$ cat config.mk
export PLATFORM = sky130hd
export DESIGN_NAME = sirv_gnrl_fifo
export DESIGN_NICKNAME = d
export VERILOG_FILES = /design/src/rtl/sirv_gnrl_fifo.sv
export SDC_FILE = /design/constraint.sdc
export NUM_CORES = 1
export LEC_CHECK = 0
export CORE_MARGIN = 5
export CORE_UTILIZATION = 58
export CTS_BUF_LIST = sky130_fd_sc_hd__clkbuf_16
export CTS_CLUSTER_SIZE = 8
export DETAILED_ROUTE_END_ITERATION = 10
export MAX_ROUTING_LAYER = met4
export PLACE_DENSITY_LB_ADDON = 0.3
export SYNTH_ARGS = -nofsm -noshare
export SYNTH_HDL_FRONTEND = slang
export SYNTH_SLANG_ARGS = --single-unit
$ cat constraint.sdc
create_clock -name clk -period 3.2 [get_ports clk]
set_input_delay 0.64 -clock clk [delete_from_list [all_inputs] [get_ports clk]]
set_output_delay 0.64 -clock clk [all_outputs]
set_load 0.03 [all_outputs]
$ cat src/rtl/sirv_gnrl_fifo.sv
// Synchronous valid/ready FIFO with DP entries of DW bits and a registered occupancy count.
// Storage has no reset; only the pointers and the count are cleared.
module sirv_gnrl_fifo #(
   parameter int DW        = 32,
   parameter int DP        = 4,
   parameter int CUT_READY = 0
) (
   input  logic                       clk,
   input  logic                       reset,
   input  logic                       i_vld,
   output logic                       i_rdy,
   input  logic [DW-1:0]              i_dat,
   output logic                       o_vld,
   input  logic                       o_rdy,
   output logic [DW-1:0]              o_dat,
   output logic [$clog2(DP+1)-1:0]    count
);

   localparam int PW = (DP > 1) ? $clog2(DP) : 1;
   localparam int CW = $clog2(DP + 1);

   logic [PW-1:0] r_wptr;
   logic [PW-1:0] r_rptr;
   logic [CW-1:0] r_count;
   logic [DW-1:0] r_mem [DP];

   logic w_full;
   logic w_empty;
   logic w_push;
   logic w_pop;
   logic w_rdyRaw;

   // Wraps DP-1 back to 0 so non-power-of-two depths never reach unused slots.
   function automatic logic [PW-1:0] incPtr(input logic [PW-1:0] p);
      return (p == PW'(DP - 1)) ? '0 : p + 1'b1;
   endfunction

   assign w_full  = (r_count == CW'(DP));
   assign w_empty = (r_count == '0);

   // When full, wptr equals rptr, so a same-cycle push lands in the slot being vacated.
   generate
      if (CUT_READY != 0) begin : g_cut
         assign w_rdyRaw = !w_full;
      end else begin : g_nocut
         assign w_rdyRaw = !w_full | o_rdy;
      end
   endgenerate

   assign i_rdy  = !reset & w_rdyRaw;
   assign o_vld  = !reset & !w_empty;
   assign w_push = i_vld & i_rdy;
   assign w_pop  = o_vld & o_rdy;
   assign o_dat  = r_mem[r_rptr];
   assign count  = r_count;

   always_ff @(posedge clk) begin
      if (w_push) begin
         r_mem[r_wptr] <= i_dat;
      end
   end

   always_ff @(posedge clk) begin
      if (reset) begin
         r_wptr  <= '0;
         r_rptr  <= '0;
         r_count <= '0;
      end else begin
         if (w_push) begin
            r_wptr <= incPtr(r_wptr);
         end
         if (w_pop) begin
            r_rptr <= incPtr(r_rptr);
         end
         if (w_push && !w_pop) begin
            r_count <= r_count + 1'b1;
         end else if (!w_push && w_pop) begin
            r_count <= r_count - 1'b1;
         end
      end
   end

endmodule

==> results_tabular.tex <==
\begin{tabular}{lr}
\hline
Metric & Value \\
\hline
\multicolumn{2}{l}{\textbf{Logic synthesis}} \\
Synth area leaders & edfxtp\_1, mux4\_2, dfxtp\_1, ha\_1, buf\_6 \\
Sequential area share after synthesis & 0.7815 \\
Mean post-synth cell area & between 20 and 25 sq um \\
Library cell with the highest instance count after synthesis & edfxtp\_1 \\
Synth unique cells & 22 \\
Cell count after synthesis & around 220 \\
Commonest cells in the netlist & edfxtp\_1, mux4\_2, dfxtp\_1 \\
Most instantiated flip-flop cell in the synthesis netlist & edfxtp\_1 \\
Warning count from the yosys run & 0 \\
Post-Syn Nets & 259 \\
Count of state elements after synthesis & 137 \\
Async S/R FF share, synth & 0 \\
Cell type contributing the most total cell area after synthesis & edfxtp\_1 \\
Count of flip-flops with a built-in enable after synthesis & around 130 \\
Combined area of all synthesized cells & a little over 5000 sq um \\
Portion of synthesized cell area occupied by the leading cell type & 0.7465 \\
\multicolumn{2}{l}{\textbf{Cells and area}} \\
Fill count & about 480 \\
Register area & around 4000 sq um \\
Antenna diode instance count & 0 \\
Fraction of final layout cells sized beyond drive strength 1 & 0.2685 \\
Relative area change from synthesis to final layout & 29.77\% \\
Number of nets in the finished design & approximately 350 \\
Combined area of the multi-input logic cells & 1045 sq um \\
\multicolumn{2}{l}{\textbf{Placement}} \\
Final RePlAce weighted congestion & between 0.7 and 0.8 \\
Count of input and output buffers & approximately 70 \\
Final HPWL from detailed placement & 5478 microns \\
\multicolumn{2}{l}{\textbf{CTS}} \\
Maximum buffer depth of the clock tree & 2 \\
Number of levels the H-tree was split into & 4 \\
Buffers inserted during post-CTS setup optimization & 0 \\
Clock Latency Late Sink & just over 400 ps \\
CTS root buffer & clkbuf\_16 \\
CTS clk-pin slew, worst paths & roughly 60 ps \\
Number of clock buffers inserted by TritonCTS & 17 \\
Total of hold buffers inserted after clock tree synthesis & 0 \\
CTS tree & yes \\
Number of sinks on the clock net & 137 \\
Number of cells upsized or downsized after cts & 0 \\
\multicolumn{2}{l}{\textbf{GRT}} \\
First-pass GRT wire length & 14580 microns \\
GRT Util Overall & 0.1868 \\
Total overflow reported by the global router & 0 \\
Antenna violations before repair & 0 \\
Pin count of the biggest net entering global routing & 19 \\
Vias in the first global route & roughly 2600 \\
\multicolumn{2}{l}{\textbf{STA}} \\
Unrepaired setup endpoints after global routing & false \\
Worst clock skew & 7.548 ps \\
Max\_slew headroom & 0.6860 \\
Transition time of the tightest slew-check pin & 471.0 ps \\
Final hold slack & about 540 ps \\
Setup tns final & 0 ps \\
Slew Viols, Final & 0 \\
Min Tclk post-route & between 2000 and 3000 ps \\
Final setup viols & 0 \\
Fmax & roughly 340 MHz \\
Final cycle utilization of the critical path & 0.9176 \\
Final hold violation count & 0 \\
\multicolumn{2}{l}{\textbf{Routing}} \\
Vias after detailed routing & 2409 \\
TritonRoute pass-1 iters & 4 \\
First DRT Iteration DRCs & 101 \\
Routed WL per cell & approximately 21 microns \\
Via density per instance & roughly 5.6 \\
Routed Wire Length & 9071 microns \\
Count of antenna-violating nets left after detailed routing & 0 \\
Drt drc & 0 \\
\multicolumn{2}{l}{\textbf{Power and ir drop}} \\
Power per standard cell area & 785.1 nW/um\^{}2 \\
Worst voltage drop across the vdd grid & about 0.5 mV \\
Standby leakage power & between 2 and 2.5 nW \\
Total power draw & between 5 and 6 mW \\
\multicolumn{2}{l}{\textbf{Worst hold path}} \\
Hold\_sp & count[2] \\
Type of the worst min-delay path & reg -> reg \\
\multicolumn{2}{l}{\textbf{Setup path}} \\
Type of the worst setup path & reg -> out \\
Data required time of the critical path & between 2000 and 3000 ps \\
Largest fanout on the critical path & 18 \\
Type of element capturing the critical path & primary output \\
Startpoint type of the worst setup path & flip-flop \\
Arrival time reported for the critical path endpoint & about 2300 ps \\
R2R Setup Slk & 1030 ps \\
Beginning of the worst register-to-register path & count[1] \\
\multicolumn{2}{l}{\textbf{Die}} \\
Y dimension of the die & about 100 microns \\
Initial cell density of the core & 0.5933 \\
Top-level I/O count & 73 \\
Width of the die & roughly 100 microns \\
Std-Cell Rows & 34 \\
Area of the core & roughly 8700 sq um \\
Area enclosed by the die boundary & 10860 sq um \\
\multicolumn{2}{l}{\textbf{Flow run}} \\
Number of max-cap violations & 0 \\
\multicolumn{2}{l}{\textbf{Status}} \\
Result of the run & finished clean \\
\hline
\end{tabular}
[area by class of cell]
cell class / instances / share of cell area
clock buffer: 17 / 0.06367
clock inverter: 15 / 0.02978
inverter: 4 / 0.002247
multi-input combinational: 67 / 0.1564
sequential: 137 / 0.6026
tap: 108 / 0.02022
timing repair buffer: 84 / 0.1251
[through the flow]
stage	instance area [sq um]	utilization	cells	setup slack (ps)
6_report	6681	0.7699	432	263.6
3_3_place_gp	6057	0.6980	400	335.8
3_5_place_dp	6057	0.6980	400	300.2
2_1_floorplan	5149	-	216	886.0
4_1_cts	6681	0.7699	432	208.0
5_1_grt	6681	0.7699	432	139.8
[registers in the layout, summed over array words and instances, names as in the netlist, named ones only]
register and flops:
r_mem 128, r_wptr 2, r_rptr 2, count 3
[layer usage]
layer,share of wire,vias up,track usage
met5,0,-,-
met4,0.015,0,0.05828
met2,0.53,68,0.3019
met1,0.41,1238,0.2206
met3,0.046,13,0.06828
li1,-,1090,-
[report_power, final]
group | switching, mW | total, mW | internal (mW)
Combinational | 0.566 | 1.09 | 0.522
Clock | 0.720 | 2.03 | 1.31
Sequential | 0.0600 | 2.13 | 2.07
Total | 1.35 | 5.25 | 3.90
[layout by cell type (no fill, tap or decap), drive strengths merged, types with 3 or more instances in the layout]
cell type and instances:
inv 8, buf 12, edfxtp 128, clkbuf 17
clkinvlp 3, dfxtp 9, mux2 4, clkinv 4
clkdlybuf4s50 72, and2 4, mux4 32, ha 6
bufinv 4, nor2 8
[kinds of logic (layout without fill, tap and decap cells)]
kind of cell,after synthesis,count (layout),share of synthesized area
flops,137,137,0.7815
mux,37,37,0.1521
simple gates,19,19,0.02697
buf+inv,12,120,0.01555
fa+ha+maj,7,7,0.01847
compound gates,2,2,0.001942
xor+xnor,2,2,0.003403
[worst max-delay path: stages, from the launching register on]
cell             delay, ps
dfxtp_2                340
buf_4                  340
mux4_2                 590
clkdlybuf4s50_1        620
[worst paths after layout]
kind / to / cells after the start
worst max-delay path: o_dat[11] / 3
worst min-delay path: count[2] / 2
worst max register to register: count[2] / 9
worst min register to register: count[2] / 2
Note: power is estimated with default switching activity, not from simulation.
